**src/rtl/memory_access.sv**
```systemverilog
// MEM stage: data-memory load/store over a req/ack handshake, load formatting,
// writeback selection into MEM/WB, Galois LFSR source and a one-cycle peripheral write port.
module memory_access #(
    parameter logic [31:0] LFSR_SEED   = 32'hACE1_0001,
    parameter int          ACK_TIMEOUT = 255
) (
    input  logic        clk,
    input  logic        rst_n,
    input  logic [31:0] next_pc_mem,
    input  logic [31:0] write_data_mem,
    input  logic [31:0] alu_result_mem,
    input  logic [1:0]  wb_sel_mem,
    input  logic [1:0]  read_width_mem,
    input  logic        wrt_dst_mem,
    input  logic        random_mem,
    input  logic        mem_wrt_en_mem,
    input  logic        reg_wrt_en_mem,
    input  logic        read_unsigned_mem,
    input  logic        rd_en_mem,
    output logic        stall_mem,
    output logic        dmem_req,
    output logic        dmem_we,
    output logic [31:0] dmem_addr,
    output logic [3:0]  dmem_be,
    output logic [31:0] dmem_wdata,
    input  logic [31:0] dmem_rdata,
    input  logic        dmem_ack,
    output logic        periph_we,
    output logic [31:0] periph_wdata,
    output logic [31:0] wb_data_wb,
    output logic        reg_wrt_en_wb,
    output logic        misalign_err_wb,
    output logic        timeout_err_wb
);
    typedef enum logic [1:0] {IDLE, BUSY, RESP} state_t;

    localparam logic [31:0] LFSR_MASK = 32'h8020_0003;
    localparam logic [8:0]  TO_LIMIT  = 9'(ACK_TIMEOUT);

    state_t      state_q, state_d;
    logic [7:0]  cnt_q, cnt_d;
    logic        req_q, req_d, we_q, we_d, to_pend_q, to_pend_d;
    logic [31:0] addr_q, addr_d, wdata_q, wdata_d, rdata_q, rdata_d;
    logic [3:0]  be_q, be_d;
    logic [31:0] lfsr_q, lfsr_d, wb_data_q, wb_data_d;
    logic        wb_we_q, wb_we_d, mis_q, mis_d, to_q, to_d;

    logic        is_store, is_load, periph_st, dmem_op, misalign;
    logic [3:0]  be_c;
    logic [31:0] wdata_c, load_fmt, wb_mux;
    logic [7:0]  ld_byte;
    logic [15:0] ld_half;

    // A store takes priority over a simultaneous load; peripheral stores bypass dmem.
    assign is_store  = mem_wrt_en_mem;
    assign is_load   = rd_en_mem & ~mem_wrt_en_mem;
    assign periph_st = is_store & wrt_dst_mem;
    assign dmem_op   = is_load | (is_store & ~wrt_dst_mem);
    assign misalign  = ((read_width_mem == 2'd1) & alu_result_mem[0]) |
                       (read_width_mem[1] & (alu_result_mem[1:0] != 2'b00));

    always_comb begin
        case (read_width_mem)
            2'd0:    begin be_c = 4'b0001 << alu_result_mem[1:0]; wdata_c = {4{write_data_mem[7:0]}}; end
            2'd1:    begin be_c = alu_result_mem[1] ? 4'b1100 : 4'b0011; wdata_c = {2{write_data_mem[15:0]}}; end
            default: begin be_c = 4'b1111; wdata_c = write_data_mem; end
        endcase
    end

    // EX/MEM is held during the access, so the address bits still select the lane in RESP.
    assign ld_byte = rdata_q[{alu_result_mem[1:0], 3'b000} +: 8];
    assign ld_half = alu_result_mem[1] ? rdata_q[31:16] : rdata_q[15:0];

    always_comb begin
        case (read_width_mem)
            2'd0:    load_fmt = {{24{~read_unsigned_mem & ld_byte[7]}}, ld_byte};
            2'd1:    load_fmt = {{16{~read_unsigned_mem & ld_half[15]}}, ld_half};
            default: load_fmt = rdata_q;
        endcase
        case (wb_sel_mem)
            2'd0:    wb_mux = alu_result_mem;
            2'd1:    wb_mux = load_fmt;
            2'd2:    wb_mux = next_pc_mem;
            default: wb_mux = lfsr_q;
        endcase
    end

    always_comb begin
        state_d   = state_q;
        cnt_d     = cnt_q;
        req_d     = req_q;
        we_d      = we_q;
        addr_d    = addr_q;
        be_d      = be_q;
        wdata_d   = wdata_q;
        rdata_d   = rdata_q;
        to_pend_d = to_pend_q;
        wb_data_d = 32'h0;
        wb_we_d   = 1'b0;
        mis_d     = 1'b0;
        to_d      = 1'b0;
        stall_mem = 1'b0;
        periph_we = 1'b0;
        case (state_q)
            IDLE: begin
                if (dmem_op && !misalign) begin
                    stall_mem = 1'b1;
                    state_d   = BUSY;
                    req_d     = 1'b1;
                    we_d      = is_store;
                    addr_d    = {alu_result_mem[31:2], 2'b00};
                    be_d      = be_c;
                    wdata_d   = is_store ? wdata_c : 32'h0;
                    cnt_d     = 8'd0;
                    to_pend_d = 1'b0;
                end else if (dmem_op) begin
                    mis_d = 1'b1;
                end else begin
                    periph_we = periph_st;
                    wb_data_d = wb_mux;
                    wb_we_d   = reg_wrt_en_mem & ~is_store;
                end
            end
            BUSY: begin
                stall_mem = 1'b1;
                if (dmem_ack) begin
                    req_d   = 1'b0;
                    rdata_d = dmem_rdata;
                    state_d = RESP;
                end else if ({1'b0, cnt_q} + 9'd1 == TO_LIMIT) begin
                    req_d     = 1'b0;
                    to_pend_d = 1'b1;
                    state_d   = RESP;
                end else begin
                    cnt_d = cnt_q + 8'd1;
                end
            end
            RESP: begin
                state_d = IDLE;
                we_d    = 1'b0;
                addr_d  = 32'h0;
                be_d    = 4'h0;
                wdata_d = 32'h0;
                if (to_pend_q) begin
                    to_d = 1'b1;
                end else begin
                    wb_data_d = wb_mux;
                    wb_we_d   = reg_wrt_en_mem & ~is_store;
                end
            end
            default: state_d = IDLE;
        endcase
        lfsr_d = lfsr_q;
        if (random_mem && !stall_mem)
            lfsr_d = (lfsr_q >> 1) ^ (lfsr_q[0] ? LFSR_MASK : 32'h0);
    end

    always_ff @(posedge clk) begin
        if (!rst_n) begin
            state_q   <= IDLE;
            cnt_q     <= 8'd0;
            req_q     <= 1'b0;
            we_q      <= 1'b0;
            addr_q    <= 32'h0;
            be_q      <= 4'h0;
            wdata_q   <= 32'h0;
            rdata_q   <= 32'h0;
            to_pend_q <= 1'b0;
            lfsr_q    <= LFSR_SEED;
            wb_data_q <= 32'h0;
            wb_we_q   <= 1'b0;
            mis_q     <= 1'b0;
            to_q      <= 1'b0;
        end else begin
            state_q   <= state_d;
            cnt_q     <= cnt_d;
            req_q     <= req_d;
            we_q      <= we_d;
            addr_q    <= addr_d;
            be_q      <= be_d;
            wdata_q   <= wdata_d;
            rdata_q   <= rdata_d;
            to_pend_q <= to_pend_d;
            lfsr_q    <= lfsr_d;
            wb_data_q <= wb_data_d;
            wb_we_q   <= wb_we_d;
            mis_q     <= mis_d;
            to_q      <= to_d;
        end
    end

    assign dmem_req        = req_q;
    assign dmem_we         = we_q;
    assign dmem_addr       = addr_q;
    assign dmem_be         = be_q;
    assign dmem_wdata      = wdata_q;
    assign periph_wdata    = periph_we ? write_data_mem : 32'h0;
    assign wb_data_wb      = wb_data_q;
    assign reg_wrt_en_wb   = wb_we_q;
    assign misalign_err_wb = mis_q;
    assign timeout_err_wb  = to_q;
endmodule

```
**config.mk**
```make
export PLATFORM = sky130hd
export DESIGN_NAME = memory_access
export DESIGN_NICKNAME = d
export VERILOG_FILES = /design/src/rtl/memory_access.sv
export SDC_FILE = /design/constraint.sdc
export NUM_CORES = 1
export LEC_CHECK = 0
export ABC_AREA = 0
export ABC_CLOCK_PERIOD_IN_PS = 3100
export CORE_ASPECT_RATIO = 0.8
export CORE_MARGIN = 2
export CORE_UTILIZATION = 45
export CTS_BUF_LIST = sky130_fd_sc_hd__clkbuf_16
export DETAILED_ROUTE_END_ITERATION = 6
export MAX_ROUTING_LAYER = met4
export PLACE_DENSITY = 0.8
export SETUP_SLACK_MARGIN = 0.05
export SLEW_MARGIN = 10
export SYNTH_ARGS = -nofsm -noshare
export SYNTH_HDL_FRONTEND = slang
export SYNTH_SLANG_ARGS = --single-unit
export TNS_END_PERCENT = 1
```
**constraint.sdc**
```tcl
create_clock -name clk -period 3.1 [get_ports clk]
set_clock_uncertainty 0.05 [all_clocks]
set_input_delay 0.62 -clock clk [delete_from_list [all_inputs] [get_ports clk]]
set_output_delay 0.62 -clock clk [all_outputs]
set_load 0.01 [all_outputs]
```
* Yosys cells after proc, flatten, opt, wreduce, memory -nomap -nowiden *
Index checks and enable logic that the tools add are counted.
Widths: inputs -> output; s select.

operators by class
  $add $sub $neg = 2
  equality and inequality tests = 11
  shift-type cells = 2
  mux-type cells = 48
  bitwise gates (word level) = 16
  reductions and logical operators = 18

operator list
  kind                 count
  $pmux 32 s2          5
  $mux 32              8
  $pmux 32 s3          1
  $shiftx 32x6->8      1
  $xor 31x32->32       1
  $mux 8               3
  $mux 1               16
  $mux 16              1
  $pmux 4 s2           2
  $pmux 8 s2           1
  $pmux 1 s2           5
  $add 8x1->9 const B  1
  $eq 9x8->1 const B   1
  $add 8x1->8 const B  1
  $and 1x1->1          8
  $mux 4               2
  $ne 2x2->1 const B   4
  $reduce_and 2->1     4
  $reduce_and 4->1     2
  $eq 2x1->1 const B   3
  $logic_not 2->1      3
  $mux 2               3
  $reduce_bool 2->1    3
  $not 1->1            5
  9 further kinds      13

word-level totals
  bits in registers = 180
  output and inout port bits = 139
  word-level logic and storage cells = 111

* Longest topological paths before layout *
  word-level depth = 9
  gate-level depth with buffers = 9
  gate-level depth less buffers = 8

* Least setup slack after synthesis *
Ideal clock, no wire load.

  path kind = input to register
  start = input port alu_result_mem[1]
  end = register wb_data_q[0], in the netlist wb_data_wb[0]
  library setup time = 0.115 ns
  arrival = 2.363 ns
  data required time = 2.935 ns
  path slack = 0.572 ns
  stages = 7
  path through = clkbuf_1 > buf_1 > mux2i_1 > nor2_1 > a221o_1 > mux4_2 > and2_1

between the ends
  longest elaborated chain between the ends = 7

ends and longest elaborated chain
  item                                                     RTL line  source
  start: declaration                                       11        input logic [31:0] alu_result_mem,
  branches (longest 6 deep; another with $shiftx 32x6->8)  n/a
  $pmux 32 s2 (*)                                          104       case (state_q)
  end signal: assignment                                   185       wb_data_q <= wb_data_d;
  end: declaration                                         45        logic [31:0] lfsr_q, lfsr_d, wb_data_q, wb_data_d;

Every way passes the cells marked *.
A chain may end at the register's enable or synchronous reset.

* Worst setup path after layout *
  start = input port mem_wrt_en_mem
  end = output port periph_wdata[26]

between the ends
  longest elaborated chain between the ends = 7

ends and longest elaborated chain
  item                                         RTL line  source
  start: declaration                           16        input logic mem_wrt_en_mem,
  $not 1->1                                    56        assign is_load = rd_en_mem & ~mem_wrt_en_mem;
  $and 1x1->1                                  56
  $or 1x1->1                                   58        assign dmem_op = is_load | (is_store & ~wrt_dst_mem);
  $mux 1 or $logic_and 1x1->1 (tied branches)  116, 106
  $mux 1 (*)                                   106       if (dmem_op && !misalign) begin
  $mux 1 (*)                                   104
  $mux 32 (*)                                  197       assign periph_wdata = periph_we ? write_data_mem : 32'h0;
  end: declaration                             29        output logic [31:0] periph_wdata,

Mark *: on every way between the ends. The rest lies on a longest branch, timed or not.

==> reports/results.ini <==
[worst_setup_path]
crit_cells=6
worst_path_max_delay_cell=sky130_fd_sc_hd__clkdlybuf4s50_1
cp.arrival_ns=2.32
path_cells=clkdlybuf4s50_1, nand2_1, nor3_2, buf_12, and2_1, clkdlybuf4s50_1
cp.required_ns=2.43
r2r_end=cnt_q[3]$_SDFFE_PN0P_
critical_path.top_delay_family=buffers and inverters
path_max_fanout=33
reg2reg_from=cnt_q[1]$_SDFFE_PN0P_
ff2ff_setup_slack_ns=0.43
worstSetupEndpointType=primary output
crit_path_frequent_cell=sky130_fd_sc_hd__clkdlybuf4s50_1
worstRegToRegCells=7
crit_type=input pin to primary output
startpoint_type=input pin
slowest_delay_ns=0.56
cp_num_buf_inv=3

[die]
die_w_microns=152.8
floorplan.initialDensity_pct=45.99
fp-row-count=43
placeableCoreArea_sq_um=17320
vertical_die_dimension_microns=123.0
pin_count=280
floorplan.die_area_sq_um=18790

[route]
vias=8014
wl_mm=26.55
drt-pass1-iter-count=5
drt_drc_violations_left=0
drt-initial-drc-count=578
postRouteAntennaNets=0
detail_route.wl_per_cell_microns=18.50
viasPerCell=5.585

[logic_synthesis]
post_synth_inst_count=945
synth_area_per_cell_sq_um=8.431
synth_top_cells_by_area=sky130_fd_sc_hd__dfxtp_1, sky130_fd_sc_hd__nand2_1, sky130_fd_sc_hd__a21oi_1
ys_dominant_reg_cell=sky130_fd_sc_hd__dfxtp_1
synth_top_area_share_pct=44.72
synth_warnings=0
synth.yosys.seq_area_share_pct=44.72
count_of_flip_flops_with_a_built_in_enable_after_synthesis=0
postSynth.asyncResetShare_pct=0
library_cell_with_the_largest_summed_area_after_synthesis=sky130_fd_sc_hd__dfxtp_1
ys_ff_latch=178
synth.lib_cells_used.distinct=53
mappedNetlistArea_sq_um=7968

[global_routing]
grtUsageMet2_pct=42.38
grt_max_degree=133
antenna_found_initial=1
grt_pass1_wl_mm=40.59
global_route.usage.met3_pct=6.800
grt.busiest_layer=met2
grt_pass1_vias=7486
grt_use_met1_pct=38.60
grt_usage_pct=28.35
grt.overflow.total=0

[placed_design]
count_of_buffers_from_port_buffering=277
place.detailed.instances=1402
place.detailed.hpwl_mm=19.39
gp_congestion=0.9012

[power]
combinationalPowerShare_pct=18.0
net-switching-power_mw=1.456
power.leakage_nw=4.213
cell_internal_pwr_mw=4.002
power_switching_share_pct=26.68
p_seq_share_pct=45.0
vdd_drop_max_uv=350.5
clockPowerShare_pct=37.0
power-per-cell-area_nw_per_um2=471.0

[sta]
relSlewSlack_pct=19.75
fmaxAchievable_mhz=334.8
period_minus_slack_ns=2.987
hold_viol=0
transition_at_the_pin_with_the_smallest_max_transition_slack_ns=1.199
setup_repair_after_global_routing_missed_its_margin=false
final.period_utilization_pct=96.35
timing_max_transition_violations_final=0
finalSetupTns_ns=0
setup_viol=0

[finish]
growth_of_design_area_from_synthesis_to_finish_pct=45.46
finished_layout_cells=1435
final_net_count=1339
share_of_layout_cells_above_drive_strength_1_pct=8.354

[clock_tree]
clkSlewWorstSetupHoldPaths_ns=0.06
cts_max_level=4
cts_post_setup_buffers_inserted=0
hold_fix_buffer_count_after_cts=0
cts_made_buffers=17
clock_latency_reported_for_the_late_side_of_the_worst_skew_pair_ns=0.43
clock_buffer_depth=2
clock_sink_count=178
tritoncts=built
cts_root_buffer=sky130_fd_sc_hd__clkbuf_16

[hold_path]
holdPathStages=2
worstHoldStart=rdata_q[3]$_SDFFE_PN0P_
min_to=rdata_q[3]$_SDFFE_PN0P_
timing.hold.worst.class=flop to flop

[flow_run]
maxCapViolations=0

[run_status]
status=finished clean

==> per-stage QoR <==
stage | setup slack [ns] | total power, mW | instance area, sq um | utilization, % | hold WS, ns
after detailed placement | -0.04723 | 3.479 | 11030 | 63.65 | 0.4013
after floorplan | 0.5718 | 2.943 | 7971 | - | 0.3862
after global placement | -0.0009348 | 3.464 | 11030 | 63.65 | 0.3915
final | 0.1131 | 5.459 | 11590 | 66.90 | 0.4090
after global routing | 0.05422 | 5.673 | 11590 | 66.90 | 0.4233
after CTS | 0.08069 | 5.478 | 11570 | 66.81 | 0.4099
==> worst register-to-register path, stage by stage, from the launching register on <==
cell,delay [ns]
sky130_fd_sc_hd__dfxtp_1,0.50
sky130_fd_sc_hd__ha_1,0.41
sky130_fd_sc_hd__a21oi_1,0.08
sky130_fd_sc_hd__o211ai_1,0.16
sky130_fd_sc_hd__o21ai_0,0.18
sky130_fd_sc_hd__a21boi_1,0.69
sky130_fd_sc_hd__a31oi_1,0.18
sky130_fd_sc_hd__a311oi_1,0.31
==> state kept, by name, indices dropped and copies added, names as in the netlist <==
register         cells
dmem_addr           30
dmem_wdata          32
state_q              2
wb_data_wb          32
dmem_be              4
misalign_err_wb      1
to_pend_q            1
reg_wrt_en_wb        1
timeout_err_wb       1
cnt_q                8
dmem_we              1
dmem_req             1
rdata_q             32
lfsr_q              32
==> cells by family (layout without fill, tap and decap cells) <==
family | Yosys count | in the layout | synth area share (%)
simple gates | 350 | 350 | 19.71
flops | 178 | 178 | 44.72
xor+xnor | 3 | 3 | 0.3298
compound gates | 272 | 272 | 21.11
buf+inv | 90 | 353 | 4.743
mux | 49 | 49 | 9.030
fa+ha+maj | 2 | 2 | 0.3140
other cells | 1 | 3 | 0.04707
==> placed cells by master (no fill, tap or decap), types with 6 or more instances in the layout <==
cell / Yosys / routed
sky130_fd_sc_hd__a21oi_1: 110 / 110
sky130_fd_sc_hd__a221o_1: 14 / 14
sky130_fd_sc_hd__a22oi_1: 55 / 55
sky130_fd_sc_hd__and2_1: 52 / 52
sky130_fd_sc_hd__buf_4: 2 / 30
sky130_fd_sc_hd__clkbuf_16: 0 / 17
sky130_fd_sc_hd__clkdlybuf4s50_1: 0 / 274
sky130_fd_sc_hd__clkinv_1: 2 / 6
sky130_fd_sc_hd__dfxtp_1: 178 / 178
sky130_fd_sc_hd__inv_1: 7 / 7
sky130_fd_sc_hd__mux2_2: 13 / 13
sky130_fd_sc_hd__mux2i_1: 19 / 19
sky130_fd_sc_hd__mux4_2: 17 / 17
sky130_fd_sc_hd__nand2_1: 157 / 157
sky130_fd_sc_hd__nand3_1: 15 / 15
sky130_fd_sc_hd__nor2_1: 85 / 85
sky130_fd_sc_hd__nor3_1: 12 / 11
sky130_fd_sc_hd__o21a_1: 18 / 18
sky130_fd_sc_hd__o21ai_0: 47 / 47
==> layer usage <==
metal  part of all wire [%]  up-vias
li1                       -     3822
met1                     46     3788
met2                     44      358
met3                    7.8       46
met4                    2.1        0
met5                      0        -
==> layout make-up <==
class	instances	area, sq um
repair buffers	312	3098
clock buffers	17	425.4
well taps	225	281.5
fillers	1442	5734
diodes	1	2.502
inverters	9	36.28
flip-flops and latches	178	3563
multi-input cells	678	4066
clock inverters	15	116.4
==> cell usage after synthesis, types with 2 or more instances <==
| cell type | instances |
|---|---|
| sky130_fd_sc_hd__nor2_1 | 85 |
| sky130_fd_sc_hd__and2_1 | 52 |
| sky130_fd_sc_hd__o21ai_0 | 47 |
| sky130_fd_sc_hd__nand2_1 | 157 |
| sky130_fd_sc_hd__buf_2 | 8 |
| sky130_fd_sc_hd__a21oi_1 | 110 |
| sky130_fd_sc_hd__ha_1 | 2 |
| sky130_fd_sc_hd__xnor2_1 | 2 |
| sky130_fd_sc_hd__a221o_1 | 14 |
| sky130_fd_sc_hd__nor2b_1 | 3 |
| sky130_fd_sc_hd__a211oi_1 | 3 |
| sky130_fd_sc_hd__mux2_2 | 13 |
| sky130_fd_sc_hd__a311oi_1 | 2 |
| sky130_fd_sc_hd__dfxtp_1 | 178 |
| sky130_fd_sc_hd__nand4_1 | 5 |
| sky130_fd_sc_hd__mux2i_1 | 19 |
| sky130_fd_sc_hd__buf_1 | 2 |
| sky130_fd_sc_hd__a22oi_1 | 55 |
| sky130_fd_sc_hd__nand3_1 | 15 |
| sky130_fd_sc_hd__mux4_2 | 17 |
| sky130_fd_sc_hd__nand3b_1 | 4 |
| sky130_fd_sc_hd__nand2b_1 | 3 |
| sky130_fd_sc_hd__buf_4 | 2 |
| sky130_fd_sc_hd__o21a_1 | 18 |
| sky130_fd_sc_hd__buf_6 | 3 |
| sky130_fd_sc_hd__o211ai_1 | 3 |
| sky130_fd_sc_hd__a31oi_1 | 3 |
| sky130_fd_sc_hd__clkinv_1 | 2 |
| sky130_fd_sc_hd__inv_1 | 7 |
| sky130_fd_sc_hd__and3_1 | 5 |
| sky130_fd_sc_hd__and3b_1 | 3 |
| sky130_fd_sc_hd__nor4_1 | 2 |
| sky130_fd_sc_hd__clkbuf_1 | 66 |
| sky130_fd_sc_hd__o21ai_1 | 5 |
| sky130_fd_sc_hd__nor3_1 | 12 |
==> power by group through the flow <==
| stage | clock network [mW] | registers (mW) | logic [mW] |
|---|---|---|---|
| after global placement | 0 | 2.50 | 0.961 |
| after CTS | 2.04 | 2.45 | 0.984 |
| after detailed placement | 0 | 2.50 | 0.976 |
| after global routing | 2.15 | 2.47 | 1.06 |
| after floorplan | 0 | 2.51 | 0.428 |
| final | 2.02 | 2.46 | 0.985 |
==> worst max-delay path by stage <==
stage	end	startpoint
after floorplan	wb_data_wb[0]$_SDFF_PN0_	alu_result_mem[1]
after global placement	wb_data_wb[24]$_SDFF_PN0_	alu_result_mem[0]
after detailed placement	wb_data_wb[13]$_SDFF_PN0_	alu_result_mem[0]
after CTS	stall_mem	alu_result_mem[0]
after global routing	periph_wdata[26]	mem_wrt_en_mem
final	periph_wdata[26]	mem_wrt_en_mem
==> repair_timing <==
item | 4_1_cts | 5_1_grt
pin swaps | 0 | 1
setup endpoints to repair | 1 | 1
resized for setup | 1 | 3
gates cloned | 0 | 0
(Power assumes the default switching activity.)
